--- config.mk ---
export PLATFORM = sky130hd
export DESIGN_NAME = mem_stage_ctrl_flat
export DESIGN_NICKNAME = d
export VERILOG_FILES = /design/src/rtl/mem_stage_ctrl_if.sv /design/src/rtl/mem_stage_ctrl.sv /design/src/flat_wrapper.sv
export SDC_FILE = /design/constraint.sdc
export NUM_CORES = 1
export LEC_CHECK = 0
export BUFFER_PORTS_ARGS = -buffer_cell sky130_fd_sc_hd__buf_4
export CAP_MARGIN = 20
export CORE_ASPECT_RATIO = 1.75
export CORE_MARGIN = 10
export CORE_UTILIZATION = 45
export DETAILED_ROUTE_END_ITERATION = 12
export PLACE_DENSITY_LB_ADDON = 0.2
export SYNTH_ARGS = -nofsm -noshare
export SYNTH_HDL_FRONTEND = slang
export SYNTH_SLANG_ARGS = --single-unit
--- constraint.sdc ---
create_clock -name clk -period 2.65 [get_ports clk]
set_input_delay 0.265 -clock clk [delete_from_list [all_inputs] [get_ports clk]]
set_output_delay 0.265 -clock clk [all_outputs]
set_load 0.1 [all_outputs]
--- src/rtl/mem_stage_ctrl_if.sv ---
// Purpose: bundles the EX/MEM input handshake, the MEM port and the WB bundle
//          of the memory-stage sequencer into one interface.
// Ports:   slave  - view used by mem_stage_ctrl (in_* and ReadData in, rest out)
//          master - view used by the surrounding pipeline / memory model
interface mem_stage_ctrl_if #(
  parameter int unsigned DATA_W = 8,
  parameter int unsigned ADDR_W = 8,
  parameter int unsigned REG_W  = 3
);
  // EX/MEM side
  logic              in_valid;
  logic              in_ready;
  logic              in_memread;
  logic              in_memwrite;
  logic              in_regwrite;
  logic [ADDR_W-1:0] in_alu_result;
  logic [DATA_W-1:0] in_store_data;
  logic [REG_W-1:0]  in_rd;
  logic              stall;

  // MEM side
  logic              MemRead;
  logic              MemWrite;
  logic [ADDR_W-1:0] Address;
  logic [DATA_W-1:0] WriteData;
  logic [DATA_W-1:0] ReadData;

  // WB side
  logic              wb_valid;
  logic              wb_regwrite;
  logic [REG_W-1:0]  wb_rd;
  logic [DATA_W-1:0] wb_data;
  logic              err_conflict;

  modport slave (
    input  in_valid, in_memread, in_memwrite, in_regwrite, in_alu_result,
           in_store_data, in_rd, ReadData,
    output in_ready, stall, MemRead, MemWrite, Address, WriteData,
           wb_valid, wb_regwrite, wb_rd, wb_data, err_conflict
  );

  modport master (
    output in_valid, in_memread, in_memwrite, in_regwrite, in_alu_result,
           in_store_data, in_rd, ReadData,
    input  in_ready, stall, MemRead, MemWrite, Address, WriteData,
           wb_valid, wb_regwrite, wb_rd, wb_data, err_conflict
  );
endinterface

--- src/rtl/mem_stage_ctrl.sv ---
// Purpose: memory-stage sequencer. ALU ops and stores finish in one cycle;
//          loads run a two-cycle MEM read (RD_ADDR, RD_DATA) while holding
//          off upstream, then present the captured ReadData to WB.
// Ports:   clk  - rising-edge clock
//          rst  - asynchronous active-high reset
//          bus  - mem_stage_ctrl_if.slave (EX/MEM handshake, MEM port, WB bundle)
module mem_stage_ctrl #(
  parameter int unsigned DATA_W = 8,
  parameter int unsigned ADDR_W = 8,
  parameter int unsigned REG_W  = 3
) (
  input  logic                clk,
  input  logic                rst,
  mem_stage_ctrl_if.slave     bus
);

  typedef enum logic [1:0] {
    IDLE    = 2'd0,
    RD_ADDR = 2'd1,
    RD_DATA = 2'd2
  } state_t;

  state_t state, stateNext;

  logic              accept;
  logic              inReady;

  // Load destination held across the two-cycle read
  logic [REG_W-1:0]  latchRd,  latchRdD;
  logic              latchRegWrite, latchRegWriteD;

  // Next values of the registered outputs
  logic              memReadD, memWriteD;
  logic [ADDR_W-1:0] addressD;
  logic [DATA_W-1:0] writeDataD;
  logic              wbValidD, wbRegWriteD;
  logic [REG_W-1:0]  wbRdD;
  logic [DATA_W-1:0] wbDataD;
  logic              errConflictD;

  assign accept = bus.in_valid && (state == IDLE);

  // State register
  always_ff @(posedge clk or posedge rst) begin
    if (rst) state <= IDLE;
    else     state <= stateNext;
  end

  // Next-state logic
  always_comb begin
    stateNext = state;
    case (state)
      IDLE:    if (accept && bus.in_memread) stateNext = RD_ADDR;
      RD_ADDR: stateNext = RD_DATA;
      RD_DATA: stateNext = IDLE;
      default: stateNext = IDLE;
    endcase
  end

  // Output logic: combinational handshake plus next values of registered outputs
  always_comb begin
    inReady        = (state == IDLE);
    bus.in_ready   = inReady;
    bus.stall      = bus.in_valid & ~inReady;

    memReadD       = bus.MemRead;
    memWriteD      = 1'b0;
    addressD       = bus.Address;
    writeDataD     = bus.WriteData;
    wbValidD       = 1'b0;
    wbRegWriteD    = bus.wb_regwrite;
    wbRdD          = bus.wb_rd;
    wbDataD        = bus.wb_data;
    errConflictD   = bus.err_conflict;
    latchRdD       = latchRd;
    latchRegWriteD = latchRegWrite;

    case (state)
      IDLE: begin
        if (accept) begin
          if (bus.in_memread) begin
            // Load wins over a simultaneous store; the write is suppressed
            memReadD       = 1'b1;
            addressD       = bus.in_alu_result;
            latchRdD       = bus.in_rd;
            latchRegWriteD = bus.in_regwrite;
            if (bus.in_memwrite) errConflictD = 1'b1;
          end else if (bus.in_memwrite) begin
            memWriteD   = 1'b1;
            addressD    = bus.in_alu_result;
            writeDataD  = bus.in_store_data;
            wbValidD    = 1'b1;
            wbRegWriteD = 1'b0;
          end else begin
            wbValidD    = 1'b1;
            wbDataD     = DATA_W'(bus.in_alu_result);
            wbRegWriteD = bus.in_regwrite;
            wbRdD       = bus.in_rd;
          end
        end
      end
      RD_ADDR: memReadD = 1'b1;
      RD_DATA: begin
        memReadD    = 1'b0;
        wbValidD    = 1'b1;
        wbDataD     = bus.ReadData;
        wbRegWriteD = latchRegWrite;
        wbRdD       = latchRd;
      end
      default: memReadD = 1'b0;
    endcase
  end

  // Registered outputs and load latch
  always_ff @(posedge clk or posedge rst) begin
    if (rst) begin
      bus.MemRead      <= 1'b0;
      bus.MemWrite     <= 1'b0;
      bus.Address      <= '0;
      bus.WriteData    <= '0;
      bus.wb_valid     <= 1'b0;
      bus.wb_regwrite  <= 1'b0;
      bus.wb_rd        <= '0;
      bus.wb_data      <= '0;
      bus.err_conflict <= 1'b0;
      latchRd          <= '0;
      latchRegWrite    <= 1'b0;
    end else begin
      bus.MemRead      <= memReadD;
      bus.MemWrite     <= memWriteD;
      bus.Address      <= addressD;
      bus.WriteData    <= writeDataD;
      bus.wb_valid     <= wbValidD;
      bus.wb_regwrite  <= wbRegWriteD;
      bus.wb_rd        <= wbRdD;
      bus.wb_data      <= wbDataD;
      bus.err_conflict <= errConflictD;
      latchRd          <= latchRdD;
      latchRegWrite    <= latchRegWriteD;
    end
  end

endmodule
--- src/flat_wrapper.sv ---
// flat-port wrapper written by rule: the top's interface ports become plain ports
module mem_stage_ctrl_flat 
#(
  parameter int unsigned DATA_W = 8,
  parameter int unsigned ADDR_W = 8,
  parameter int unsigned REG_W  = 3
)
  (clk, rst, bus_in_valid, bus_in_memread, bus_in_memwrite, bus_in_regwrite, bus_in_alu_result, bus_in_store_data, bus_in_rd, bus_ReadData, bus_in_ready, bus_stall, bus_MemRead, bus_MemWrite, bus_Address, bus_WriteData, bus_wb_valid, bus_wb_regwrite, bus_wb_rd, bus_wb_data, bus_err_conflict);
  mem_stage_ctrl_if #(.DATA_W(DATA_W), .ADDR_W(ADDR_W), .REG_W(REG_W)) bus_i ();
  input  logic clk;
  input  logic rst;
  input wire logic [$bits(bus_i.in_valid)-1:0] bus_in_valid;
  input wire logic [$bits(bus_i.in_memread)-1:0] bus_in_memread;
  input wire logic [$bits(bus_i.in_memwrite)-1:0] bus_in_memwrite;
  input wire logic [$bits(bus_i.in_regwrite)-1:0] bus_in_regwrite;
  input wire logic [$bits(bus_i.in_alu_result)-1:0] bus_in_alu_result;
  input wire logic [$bits(bus_i.in_store_data)-1:0] bus_in_store_data;
  input wire logic [$bits(bus_i.in_rd)-1:0] bus_in_rd;
  input wire logic [$bits(bus_i.ReadData)-1:0] bus_ReadData;
  output wire logic [$bits(bus_i.in_ready)-1:0] bus_in_ready;
  output wire logic [$bits(bus_i.stall)-1:0] bus_stall;
  output wire logic [$bits(bus_i.MemRead)-1:0] bus_MemRead;
  output wire logic [$bits(bus_i.MemWrite)-1:0] bus_MemWrite;
  output wire logic [$bits(bus_i.Address)-1:0] bus_Address;
  output wire logic [$bits(bus_i.WriteData)-1:0] bus_WriteData;
  output wire logic [$bits(bus_i.wb_valid)-1:0] bus_wb_valid;
  output wire logic [$bits(bus_i.wb_regwrite)-1:0] bus_wb_regwrite;
  output wire logic [$bits(bus_i.wb_rd)-1:0] bus_wb_rd;
  output wire logic [$bits(bus_i.wb_data)-1:0] bus_wb_data;
  output wire logic [$bits(bus_i.err_conflict)-1:0] bus_err_conflict;
  assign bus_i.in_valid = bus_in_valid;
  assign bus_i.in_memread = bus_in_memread;
  assign bus_i.in_memwrite = bus_in_memwrite;
  assign bus_i.in_regwrite = bus_in_regwrite;
  assign bus_i.in_alu_result = bus_in_alu_result;
  assign bus_i.in_store_data = bus_in_store_data;
  assign bus_i.in_rd = bus_in_rd;
  assign bus_i.ReadData = bus_ReadData;
  assign bus_in_ready = bus_i.in_ready;
  assign bus_stall = bus_i.stall;
  assign bus_MemRead = bus_i.MemRead;
  assign bus_MemWrite = bus_i.MemWrite;
  assign bus_Address = bus_i.Address;
  assign bus_WriteData = bus_i.WriteData;
  assign bus_wb_valid = bus_i.wb_valid;
  assign bus_wb_regwrite = bus_i.wb_regwrite;
  assign bus_wb_rd = bus_i.wb_rd;
  assign bus_wb_data = bus_i.wb_data;
  assign bus_err_conflict = bus_i.err_conflict;
  mem_stage_ctrl #(.DATA_W(DATA_W), .ADDR_W(ADDR_W), .REG_W(REG_W)) u_core (.clk(clk), .rst(rst), .bus(bus_i));
endmodule
After elaboration in Yosys (flattened, before gate mapping) --
Cells that the tools add are included.
Storage, ports and cells: register bits after elaboration 38, bits in latches 0, bits in writable memories 0, memory bits (read-only) 0, input bits 33, word-level logic and storage cells 60, memories 0
Cells by class: $add $sub $neg 0, multiply operators 0, divide/modulo/power cells 0, magnitude comparators 0, eq/ne operators 7, shift-type cells 0, mux-type cells 26, bitwise operators 3, reduce and logical (&&, ||, !) cells 12
Operator list (count):
- $mux W8 | 5
- $pmux W8 S2 | 1
- $reduce_and A4 Y1 | 3
- $mux W1 | 11
- $mux W3 | 3
- $reduce_and A3 Y1 | 3
- $ne A2 B2 Y1 const B | 3
- $pmux W1 S2 | 3
- $pmux W3 S2 | 1
- $ne A2 B1 Y1 const B | 2
- $pmux W2 S2 | 1
- $reduce_bool A2 Y1 | 2
- $eq A2 B1 Y1 const B | 1
- $eq A2 B2 Y1 const B | 1
- $logic_and A1 B1 Y1 | 2
- $logic_not A2 Y1 | 1
- $mux W2 | 1
- $not A1 Y1 | 2
- $reduce_and A2 Y1 | 1
- $and A1 B1 Y1 | 1

Logic depth before layout (Yosys ltp) --
Gate-level depths: netlist of the first run.
depth after elaboration 5, depth in mapped cells 5, mapped depth without buffers 3

Worst setup path after synthesis of the first run --
Ideal clock, no wire load.
path kind register to output, start reg u_core.state[0], end out bus_stall, data arrival time 2.678 ns, required time 2.385 ns, path slack -0.293 ns, stages on the path, launching flop included 3, buffers on the path 0, cells stage by stage dfrtp_1 nor2_1 nor2b_1
Between the ends: cells in the longest elaborated chain, start to end 3
RTL lines:
- start: declaration | RTL line mem_stage_ctrl.sv:23 | state_t state, stateNext;
- start signal: assignment | RTL line mem_stage_ctrl.sv:46 | else state <= stateNext;
- $logic_not A2 Y1 | RTL line mem_stage_ctrl.sv:62 | inReady = (state == IDLE);
- via bus_in_ready | RTL line flat_wrapper.sv:20 | output wire logic [$bits(bus_i.in_ready)-1:0] bus_in_ready;
- $not A1 Y1 | RTL line mem_stage_ctrl.sv:64 | bus.stall = bus.in_valid & ~inReady;
- $and A1 B1 Y1 | RTL line mem_stage_ctrl.sv:64
- end: declaration | RTL line flat_wrapper.sv:21 | output wire logic [$bits(bus_i.stall)-1:0] bus_stall;
The timed path passes the listed nets, and every way through them passes these cells.

Worst setup path after layout of the first run --
start reg u_core.state[0], end reg u_core.bus.wb_rd[0] (netlist name)
Between the ends: cells in the longest elaborated chain, start to end 4, elaborated cells between the ends (all ways) 9, classes of those cells eq/ne: 4; mux: 1; reduce/logical: 4
RTL lines:
- $logic_not A2 Y1 | RTL line mem_stage_ctrl.sv:41, mem_stage_ctrl.sv:78
- $logic_and A1 B1 Y1 | RTL line mem_stage_ctrl.sv:41 | assign accept = bus.in_valid && (state == IDLE);
- $ne A2 B1 Y1 (no line)
- $reduce_and A4 Y1 (no line)
- end signal: assignment | RTL line mem_stage_ctrl.sv:135 | bus.wb_rd <= wbRdD;
- end: declaration | RTL line mem_stage_ctrl_if.sv:39 | wb_valid, wb_regwrite, wb_rd, wb_data, err_conflict
Parallel ways exist; a longest one is shown, timed or not. A chain may end at the register's enable or synchronous reset.

==> results.sh, run 1 <==
export IMPL_clock_fmax_mhz=590
export IMPL_clk_latency_ns=0.28
export IMPL_yosys_area_top_type_share_pct=59.7
export IMPL_cpPeakStageDelay_ns=0.48
export IMPL_dr_pass1_iters=4
export IMPL_outcome="complete, no violations"
export IMPL_layout_drive_gt1_share_pct=55.3
export IMPL_end_of_the_worst_register_to_register_path="u_core.bus.wb_rd[0]"
export IMPL_slew_headroom_pct=67.4
export IMPL_worst_setup_path_start_kind="register"
export IMPL_timing_hold_worst_class="in -> async"
export IMPL_grt_usage_pct=12.5
export IMPL_tritoncts_clock_tree="done"
export IMPL_clock_buffer_depth=2
export IMPL_detail_route_wirelength_um=4000
export IMPL_fin_crit_ns=1.70
export IMPL_layout_nets=222
export IMPL_setup_violation_total_in_the_final_timing_report=0
export IMPL_fin_tns_setup_ns=0
export IMPL_postCtsSetupRepairBufs=0
export IMPL_clock_skew_ns=0.00315
export IMPL_dp_final_hpwl_um=3140
export IMPL_cts_resized=0
export IMPL_seq_area_frac_synth_pct=59.7
export IMPL_postRouteAntennaNets=0
export IMPL_synthesis_area_per_instance_um2=13.4
export IMPL_cts_sink_count=38
export IMPL_regToRegStartpoint="u_core.state[0]"
export IMPL_grt_first_pass_wirelength_um=6290
export IMPL_power_static_leakage_nw=1.05
export IMPL_cell_at_the_slowest_stage_of_the_critical_path="sky130_fd_sc_hd__dfrtp_1"
export IMPL_post_synth_inst_count=119
export IMPL_grt_max_degree=39
export IMPL_syn_nets=152
export IMPL_floorplan_rows=28
export IMPL_synth_largest_area_cell="sky130_fd_sc_hd__dfrtp_1"
export IMPL_synth_area_um2=1590
export IMPL_postCtsHoldBufs=0
export IMPL_critPathArrivalTime_ns=1.84
export IMPL_die_w_um=65.0
export IMPL_port_buffer_count=66
export IMPL_drt_initial_drc_count=14
export IMPL_global_route_overflow_total=0
export IMPL_area_growth_syn_to_layout_pct=41.3
export IMPL_timing_critical_path_max_delay_family="simple AND/OR/NAND/NOR gates"
export IMPL_tightestPinTransition_ns=0.487
export IMPL_total_die_area_um2=6410
export IMPL_floorplan_initialDensity_pct=46.8
export IMPL_ys_warn_count=0
export IMPL_fp_coreArea_um2=3400
export IMPL_worstPathMaxFanout=12
export IMPL_worst_endpoint_required_ns=2.80
export IMPL_yosys_register_bits=38
export IMPL_synth_main_ff_cell="sky130_fd_sc_hd__dfrtp_1"
export IMPL_cts_htree_levels=2
export IMPL_worst_path_stages=4
export IMPL_via_count_of_the_first_global_routing_pass=1309
export IMPL_cts_buffers_inserted=5
export IMPL_final_weighted_congestion_in_routability_driven_placement=0.688
export IMPL_cts_reportedPaths_clkPinSlew_ns=0.07
export IMPL_die_h_um=98.7
export IMPL_worst_ir_drop_vdd_uv=699
export IMPL_cts_root_buffer="sky130_fd_sc_hd__clkbuf_8"
export IMPL_timing_max_cap_violations=0
export IMPL_reg2regPathDepth=4
export IMPL_largest_cells_by_area_after_synthesis="sky130_fd_sc_hd__dfrtp_1 60%, sky130_fd_sc_hd__mux2_2 15%, sky130_fd_sc_hd__mux2i_1 6.9%, sky130_fd_sc_hd__a21oi_1 3.8%, sky130_fd_sc_hd__nor3_1 3.5%"
export IMPL_crit_path_end_kind="register"
export IMPL_finish_cell_count_without_fillers=235
export IMPL_synth_edff_count=0
export IMPL_yosys_cell_types_count=21
export IMPL_reg2reg_slack_ns=0.95
export IMPL_worstSetupPathType="reg -> reg"
export IMPL_num_antenna_cells=0
export IMPL_timing_final_crit_share_pct=64.0
export IMPL_final_hold_violation_count=0
export IMPL_post_route_drc_count=0
export IMPL_power_per_cell_area_nw_per_um2=1090
export IMPL_detail_route_vias_per_cell=5.01
export IMPL_route_vias_total=1177
export IMPL_io_pins=67
export IMPL_report_final_slew_viol_count=0
export IMPL_wl_per_cell_um=17.0
export IMPL_critical_path_n_buffers_inverters=1
export IMPL_instance_count_after_placement_with_tap_cells_included=227
export IMPL_path_cells="nor4b_2 -> buf_4 -> or2_1 -> a21oi_1"
export IMPL_rsz0062_at_grt="false"
export IMPL_initial_antenna_violation_count=0
export IMPL_asyncSetResetFlopFracSynth_pct=100
-- placed cells by master (no fill, tap or decap), drive strengths merged --
master   n
nor2     2
mux2i   11
a21o     1
nand3b   1
nand2b   1
nor3    11
dfrtp   38
clkbuf   8
a211oi   1
mux2    22
or2      1
a21oi   12
o21a     1
and2     1
nor4b    1
buf     70
inv      3
nor3b    1
nor2b    4
-- how the worst max path moves through the flow --
stage,start,end,slack [ns]
3_3_place_gp,u_core.state[0],u_core.bus.Address[6],1.03
5_1_grt,u_core.state[0],u_core.bus.wb_data[4],0.83
6_report,u_core.state[0],u_core.bus.wb_rd[0],0.95
2_1_floorplan,u_core.state[0],bus_stall,0.29
4_1_cts,u_core.state[0],u_core.bus.Address[7],0.95
3_5_place_dp,u_core.state[0],u_core.bus.Address[1],0.97
-- sequential cells by signal, indices dropped and copies added, names as in the netlist, 2 cells and up --
register and flops:
u_core.bus.Address 8, u_core.state 2, u_core.latchRd 3, u_core.bus.wb_rd 3
u_core.bus.wb_data 8, u_core.bus.WriteData 8
-- synth_stat cells, drive strengths merged (2+ instances only) --
library cell / instances
a21oi: 12
buf: 5
clkbuf: 2
dfrtp: 38
inv: 3
mux2: 22
mux2i: 11
nor2: 2
nor2b: 4
nor3: 11
-- power by group --
group | switching, mW | leakage [nW] | internal [mW]
clock network | 0.196 | 0.0575 | 0.263
logic | 0.949 | 0.549 | 0.270
registers | 0.0670 | 0.442 | 0.699
total | 1.21 | 1.05 | 1.23
-- metrics by stage --
| stage | hold WS (ns) | utilization, % | total power [mW] | setup slack (ns) | instance area [µm²] |
|---|---|---|---|---|---|
| 6_report | 0.0898 | 66.2 | 2.44 | 0.954 | 2250 |
| 5_1_grt | 0.125 | 66.2 | 2.52 | 0.834 | 2250 |
| 4_1_cts | 0.100 | 66.2 | 2.47 | 0.955 | 2250 |
| 3_5_place_dp | 0.416 | 62.9 | 2.01 | 0.966 | 2140 |
| 3_3_place_gp | 0.397 | 62.9 | 1.98 | 1.03 | 2140 |
| 2_1_floorplan | 0.382 | - | 1.72 | 0.288 | 1590 |
-- cell families after synthesis --
logic type,after synthesis,share of synthesized area [%]
AOI/OAI and AO/OA,15,5.19
muxes,33,22.7
and+or+nand+nor,23,9.12
DFF,38,59.7
buffers and inverters,10,3.22
-- worst min-delay path: stages --
cell,delay (ns)
sky130_fd_sc_hd__buf_4,0.11
sky130_fd_sc_hd__inv_1,0.04
sky130_fd_sc_hd__buf_4,0.41
-- cell type report --
| class | count | area [µm²] |
|---|---|---|
| repair buffers | 70 | 526 |
| inverters | 3 | 11.3 |
| well taps | 45 | 56.3 |
| multi-input cells | 71 | 594 |
| flip-flops and latches | 38 | 951 |
| fillers | 290 | 1150 |
| clock buffers | 8 | 110 |
-- metal layers --
metal / up-vias / wire (µm) / global-route usage, % / part of all wire (%)
li1: 555 / - / - / -
met1: 578 / 1430 / 12.2 / 36
met2: 38 / 2180 / 21.4 / 54
met3: 6 / 322 / 5.67 / 8.0
met4: 0 / 63 / 5.96 / 1.6
met5: - / 0 / 0 / 0
No activity file was read; power rests on OpenSTA's default activity.
==> run 2, diff against run 1 <==
--- a/config.mk
+++ b/config.mk
@@ -5,6 +5,7 @@
 export SDC_FILE = /design/constraint.sdc
 export NUM_CORES = 1
 export LEC_CHECK = 0
+export ABC_AREA = 1
 export BUFFER_PORTS_ARGS = -buffer_cell sky130_fd_sc_hd__buf_4
 export CAP_MARGIN = 20
 export CORE_ASPECT_RATIO = 1.75
==> constraint.sdc (replaced) <==
create_clock -name clk -period 1.6 [get_ports clk]
set_input_delay 0.16 -clock clk [delete_from_list [all_inputs] [get_ports clk]]
set_output_delay 0.16 -clock clk [all_outputs]
set_load 0.1 [all_outputs]
==> run 2 against run 1 <==
Sequential share of layout area fell by 3.0 points. Final cell count is 40% higher. Die area is 5.1% higher. Core utilization up 0.56 points. Wire length up 16%. Register-to-register slack lost 0.72 ns. Clock power grew 45%. Critical endpoint is now bus_in_ready.
==> results.sh, run 2 <==
export IMPL_worstPathMaxFanout=8
export IMPL_num_antenna_cells=0
export IMPL_grt_usage_pct=14.2
export IMPL_instance_count_after_placement_with_tap_cells_included=319
export IMPL_total_die_area_um2=6740
export IMPL_layout_drive_gt1_share_pct=34.8
export IMPL_final_weighted_congestion_in_routability_driven_placement=0.854
export IMPL_detail_route_vias_per_cell=4.86
export IMPL_timing_hold_worst_class="in -> reg"
export IMPL_detail_route_wirelength_um=4660
export IMPL_cts_htree_levels=2
export IMPL_path_cells="nor2_4 -> buf_4"
export IMPL_top_count_cell_post_synth="sky130_fd_sc_hd__nand2_1"
export IMPL_synth_main_ff_cell="sky130_fd_sc_hd__dfrtp_1"
export IMPL_asyncSetResetFlopFracSynth_pct=100
export IMPL_report_final_slew_viol_count=0
export IMPL_final_setup_worst_slack_ns=0.0622
export IMPL_postRouteAntennaNets=0
export IMPL_cts_reportedPaths_clkPinSlew_ns=0.07
export IMPL_worst_endpoint_required_ns=1.44
export IMPL_fin_crit_ns=1.54
export IMPL_critPathArrivalTime_ns=1.38
export IMPL_worst_ir_drop_vdd_uv=1040
export IMPL_cpPeakStageDelay_ns=0.51
export IMPL_fp_coreArea_um2=3630
export IMPL_outcome="complete, no violations"
export IMPL_floorplan_rows=29
export IMPL_placed_area_um2=2320
export IMPL_design_area_um2=2420
export IMPL_timing_final_crit_share_pct=96.1
export IMPL_filler_cell_count=339
export IMPL_grt_max_degree=39
export IMPL_die_w_um=66.5
export IMPL_final_hold_violation_count=0
export IMPL_via_count_of_the_first_global_routing_pass=1577
export IMPL_post_route_drc_count=0
export IMPL_io_pins=67
export IMPL_setup_violation_total_in_the_final_timing_report=0
export IMPL_largest_registers="u_core.bus.Address (8), u_core.bus.WriteData (8), u_core.bus.wb_data (8)"
export IMPL_cts_buffers_inserted=5
export IMPL_worst_setup_path_start_kind="register"
export IMPL_cts_resized=0
export IMPL_route_vias_total=1593
export IMPL_clock_buffer_depth=2
export IMPL_wl_per_cell_um=14.2
export IMPL_synth_area_um2=1700
export IMPL_critical_path_n_buffers_inverters=1
export IMPL_yosys_register_bits=38
export IMPL_syn_nets=240
export IMPL_initial_antenna_violation_count=0
export IMPL_dr_pass1_iters=4
export IMPL_largest_cells_by_area_after_synthesis="sky130_fd_sc_hd__dfrtp_1 56%, sky130_fd_sc_hd__nand2_1 22%, sky130_fd_sc_hd__nand3_1 9.7%, sky130_fd_sc_hd__inv_1 2.4%, sky130_fd_sc_hd__buf_4 1.3%"
export IMPL_synth_largest_area_cell="sky130_fd_sc_hd__dfrtp_1"
export IMPL_synthesis_area_per_instance_um2=8.22
export IMPL_clock_skew_ns=0.00580
export IMPL_port_buffer_count=66
export IMPL_ys_warn_count=0
export IMPL_seq_area_frac_synth_pct=55.9
export IMPL_cts_root_buffer="sky130_fd_sc_hd__clkbuf_8"
export IMPL_drt_initial_drc_count=45
export IMPL_rsz0062_at_grt="false"
export IMPL_die_h_um=101
export IMPL_yosys_area_top_type_share_pct=55.9
export IMPL_synth_commonest_cells="98 x sky130_fd_sc_hd__nand2_1, 38 x sky130_fd_sc_hd__dfrtp_1, 33 x sky130_fd_sc_hd__nand3_1"
export IMPL_final_common_cell="sky130_fd_sc_hd__nand2_1"
export IMPL_global_route_overflow_total=0
export IMPL_timing_max_cap_violations=0
export IMPL_post_synth_inst_count=207
export IMPL_clock_fmax_mhz=650
export IMPL_power_per_cell_area_nw_per_um2=1600
export IMPL_worstSetupPathType="reg -> out"
export IMPL_dp_final_hpwl_um=3670
export IMPL_crit_path_end_kind="output port"
export IMPL_layout_nets=314
export IMPL_tightestPinTransition_ns=0.498
export IMPL_yosys_cell_types_count=17
export IMPL_clk_latency_ns=0.29
export IMPL_floorplan_initialDensity_pct=46.9
export IMPL_grt_first_pass_wirelength_um=7520
export IMPL_final_cell_mix="97 x sky130_fd_sc_hd__nand2_1, 73 x sky130_fd_sc_hd__buf_4, 38 x sky130_fd_sc_hd__dfrtp_1"
export IMPL_cts_sink_count=38
export IMPL_timing_critical_path_max_delay_family="flip-flops"
export IMPL_cell_at_the_slowest_stage_of_the_critical_path="sky130_fd_sc_hd__dfrtp_1"
export IMPL_finish_cell_count_without_fillers=328
export IMPL_dpl_worst_slack_ns=0.255
export IMPL_slew_headroom_pct=66.6
export IMPL_synth_edff_count=0
export IMPL_tritoncts_clock_tree="done"
export IMPL_area_growth_syn_to_layout_pct=42.3
export IMPL_power_static_leakage_nw=1.37
-- run 2: tightest hold or removal path, delay by kind of cell --
kind                   cells  cell delay [ns]
AND/OR/NAND/NOR            2             0.09
buffers and inverters      1             0.08
-- run 2: cell families after synthesis --
logic type / share of synthesized area (%)
and+or+nand+nor: 37.1
buffers and inverters: 5.15
AOI/OAI and AO/OA: 1.91
DFF: 55.9
-- run 2: routing by layer --
| metal | wire length, µm | GRT usage, % | up-vias |
|---|---|---|---|
| li1 | - | - | 794 |
| met1 | 1830 | 15.6 | 737 |
| met2 | 2360 | 23.9 | 52 |
| met3 | 372 | 5.08 | 10 |
| met4 | 97 | 5.83 | 0 |
| met5 | 0 | 0 | - |
-- run 2: repair_timing --
action / in CTS / in global routing
buffers inserted: 0 / 0
hold buffers: 1 / 0
endpoints found under the hold margin: 10 / 0
setup endpoints to repair: 0 / 0
-- run 2: path summary, 6_finish.rpt --
check | start | endpoint | slack, ns | cells past startpoint
max | u_core.state[1] | bus_in_ready | 0.06 | 2
min | bus_in_alu_result[2] | u_core.bus.Address[2] | 0.08 | 3
max reg2reg | u_core.state[1] | u_core.bus.wb_data[5] | 0.23 | 5
min reg2reg | u_core.bus.wb_data[3] | u_core.bus.wb_data[3] | 0.47 | 2
max in group asynchronous | rst | u_core.bus.MemRead | 0.71 | 4
min in group asynchronous | rst | u_core.bus.wb_data[6] | 0.54 | 4
-- run 2: metrics by stage --
step	utilization, %	TNS, ns	hold WS (ns)	power (mW)
6_report	66.7	0	0.0762	3.87
5_1_grt	66.7	0	0.0794	4.03
4_1_cts	66.7	0	0.0720	3.91
3_5_place_dp	63.9	0	0.312	3.23
3_3_place_gp	63.9	0	0.307	3.22
2_1_floorplan	-	-0.225	0.270	2.78
-- run 2: final cells by class --
cell class                 count  area, µm²  share of cell area (%)
timing repair buffer          74        558                    23.0
inverter                      12       45.0                    1.86
clock inverter                 1       5.00                   0.207
tap                           46       57.6                    2.38
multi-input combinational    150        718                    29.7
sequential                    38        951                    39.3
clock buffer                   7       86.3                    3.57
-- run 2: report_power, final --
part | internal, mW | switching (mW)
clock | 0.347 | 0.319
sequential | 1.14 | 0.103
combinational | 0.388 | 1.57
==> run 3, diff against run 2 <==
--- a/config.mk
+++ b/config.mk
@@ -8,11 +8,13 @@
 export ABC_AREA = 1
 export BUFFER_PORTS_ARGS = -buffer_cell sky130_fd_sc_hd__buf_4
 export CAP_MARGIN = 20
+export CELL_PAD_IN_SITES_DETAIL_PLACEMENT = 1
+export CELL_PAD_IN_SITES_GLOBAL_PLACEMENT = 2
 export CORE_ASPECT_RATIO = 1.75
-export CORE_MARGIN = 10
-export CORE_UTILIZATION = 45
+export CORE_MARGIN = 2
+export CORE_UTILIZATION = 26
 export DETAILED_ROUTE_END_ITERATION = 12
-export PLACE_DENSITY_LB_ADDON = 0.2
+export PLACE_DENSITY = 0.87
 export SYNTH_ARGS = -nofsm -noshare
 export SYNTH_HDL_FRONTEND = slang
 export SYNTH_SLANG_ARGS = --single-unit
==> run 3 against run 2 <==
Fmax up 0.25%. Sequential power about the same. Power up 11%. Count of clock-buffer cells in the layout down 2. Critical path depth unchanged. Setup slack better by 0.0038 ns. First-iteration DRC count down 29%. Wire length up 0.41%. Final cell count up 11%. Largest cell class unchanged. Highest routed layer unchanged.
==> results.sh, run 3 (synthesized netlist as in run 2, its figures left out) <==
export IMPL_critPathArrivalTime_ns=1.37
export IMPL_cts_resized=0
export IMPL_fp_coreArea_um2=6440
export IMPL_wl_per_cell_um=12.9
export IMPL_worstPathMaxFanout=8
export IMPL_worstSetupPathType="reg -> out"
export IMPL_detail_route_wirelength_um=4680
export IMPL_die_h_um=111
export IMPL_power_static_leakage_nw=1.40
export IMPL_floorplan_initialDensity_pct=26.4
export IMPL_cts_buffers_inserted=5
export IMPL_postCtsHoldBufs=0
export IMPL_drt_initial_drc_count=32
export IMPL_dpl_worst_slack_ns=0.224
export IMPL_tightestPinTransition_ns=0.498
export IMPL_cts_reportedPaths_clkPinSlew_ns=0.06
export IMPL_area_growth_syn_to_layout_pct=48.7
export IMPL_final_setup_worst_slack_ns=0.0660
export IMPL_setup_violation_total_in_the_final_timing_report=0
export IMPL_io_pins=67
export IMPL_detail_route_vias_per_cell=4.28
export IMPL_initial_antenna_violation_count=0
export IMPL_instance_count_after_placement_with_tap_cells_included=355
export IMPL_grt_usage_pct=14.2
export IMPL_largest_registers="u_core.bus.Address (8), u_core.bus.WriteData (8), u_core.bus.wb_data (8)"
export IMPL_floorplan_rows=39
export IMPL_clock_skew_ns=0.00447
export IMPL_timing_max_cap_violations=0
export IMPL_final_common_cell="sky130_fd_sc_hd__nand2_1"
export IMPL_power_per_cell_area_nw_per_um2=1700
export IMPL_worst_setup_path_start_kind="register"
export IMPL_postLayoutCoreUtil_pct=39.3
export IMPL_power_switching_fraction_pct=47.6
export IMPL_grt_max_degree=39
export IMPL_clock_buffer_depth=2
export IMPL_fin_crit_ns=1.53
export IMPL_die_w_um=65.2
export IMPL_p_switching_mw=2.05
export IMPL_route_vias_total=1555
export IMPL_crit_path_end_kind="output port"
export IMPL_finish_cell_count_without_fillers=363
export IMPL_power_sequential_fraction_pct=29.2
export IMPL_clk_latency_ns=0.28
export IMPL_postRouteAntennaNets=0
export IMPL_report_final_slew_viol_count=0
export IMPL_clockPowerShare_pct=25.6
export IMPL_dr_pass1_iters=4
export IMPL_post_route_drc_count=0
export IMPL_worst_endpoint_required_ns=1.44
export IMPL_rsz0062_at_grt="false"
export IMPL_layout_drive_gt1_share_pct=35.2
export IMPL_dp_final_hpwl_um=3730
export IMPL_postCtsSetupRepairBufs=0
export IMPL_outcome="complete, no violations"
export IMPL_cts_root_buffer="sky130_fd_sc_hd__clkbuf_16"
export IMPL_tritoncts_clock_tree="done"
export IMPL_layout_nets=313
export IMPL_final_weighted_congestion_in_routability_driven_placement=0.738
export IMPL_global_route_overflow_total=0
export IMPL_num_antenna_cells=0
export IMPL_total_die_area_um2=7230
export IMPL_cts_htree_levels=2
export IMPL_worst_ir_drop_vdd_uv=849
export IMPL_p_int_mw=2.26
export IMPL_timing_hold_worst_class="in -> async"
export IMPL_final_cell_mix="97 x sky130_fd_sc_hd__nand2_1, 73 x sky130_fd_sc_hd__buf_4, 38 x sky130_fd_sc_hd__dfrtp_1"
export IMPL_final_hold_violation_count=0
export IMPL_grt_first_pass_wirelength_um=7890
export IMPL_cts_sink_count=38
export IMPL_timing_final_crit_share_pct=95.9
export IMPL_slew_headroom_pct=66.8
export IMPL_port_buffer_count=66
export IMPL_total_power_mw=4.31
export IMPL_via_count_of_the_first_global_routing_pass=1629
export IMPL_clock_fmax_mhz=652
export IMPL_combinationalPowerShare_pct=45.2
-- run 3: changes by cell type in the layout (fill, tap and decap cells not counted) --
cell	previous run	this run
sky130_fd_sc_hd__clkbuf_16	0	5
sky130_fd_sc_hd__clkinv_2	1	2
sky130_fd_sc_hd__clkbuf_1	1	0
sky130_fd_sc_hd__dlygate4sd3_1	1	0
sky130_fd_sc_hd__bufinv_16	0	1
sky130_fd_sc_hd__clkbuf_8	6	0
-- run 3: path summary, 6_finish.rpt --
path / from / endpoint / slack (ns) / depth (start not counted)
worst max-delay path: u_core.state[1] / bus_in_ready / 0.07 / 2
worst min-delay path: rst / u_core.bus.wb_data[5] / 0.02 / 3
min in group clk: bus_in_alu_result[0] / u_core.bus.Address[0] / 0.09 / 3
worst min register to register: u_core.bus.WriteData[6] / u_core.bus.WriteData[6] / 0.47 / 2
max in group asynchronous: rst / u_core.bus.wb_valid / 1.25 / 3
worst max register to register: u_core.state[1] / u_core.bus.wb_rd[1] / 0.22 / 5
-- run 3: per-layer routing --
metal	global-route usage [%]	vias up	wire [µm]
met1	16.6	717	1850
met2	25.3	34	2580
met3	2.13	8	149
met4	5.42	0	100
met5	0	-	0
li1	-	796	-
-- run 3: critical path: stages (launching register included) --
cell	delay [ns]
sky130_fd_sc_hd__dfrtp_1	0.51
sky130_fd_sc_hd__nor2_4	0.25
sky130_fd_sc_hd__buf_4	0.33
-- run 3: final cells by class --
type	instances	area [µm²]
clock inverter	3	40.0
inverter	12	45.0
fill	813	3910
tap	82	103
clock buffer	5	125
multi-input combinational	150	718
sequential	38	951
timing repair buffer	73	548
-- run 3: through the flow --
stage               area [µm²]  hold slack, ns  setup TNS (ns)
global route              2530          0.0594               0
detailed placement        2360           0.323               0
CTS                       2530          0.0279               0
finish                    2530          0.0154               0
global placement          2360           0.321               0
floorplan                 1770           0.270          -0.225
-- run 3: power groups by stage --
stage               clock (mW)  sequential (mW)  combinational, mW
finish                    1.10             1.26               1.95
floorplan                    0             2.44              0.340
global route              1.17             1.29               2.05
global placement             0             1.28               1.95
CTS                       1.13             1.26               1.97
detailed placement           0             1.28               1.97
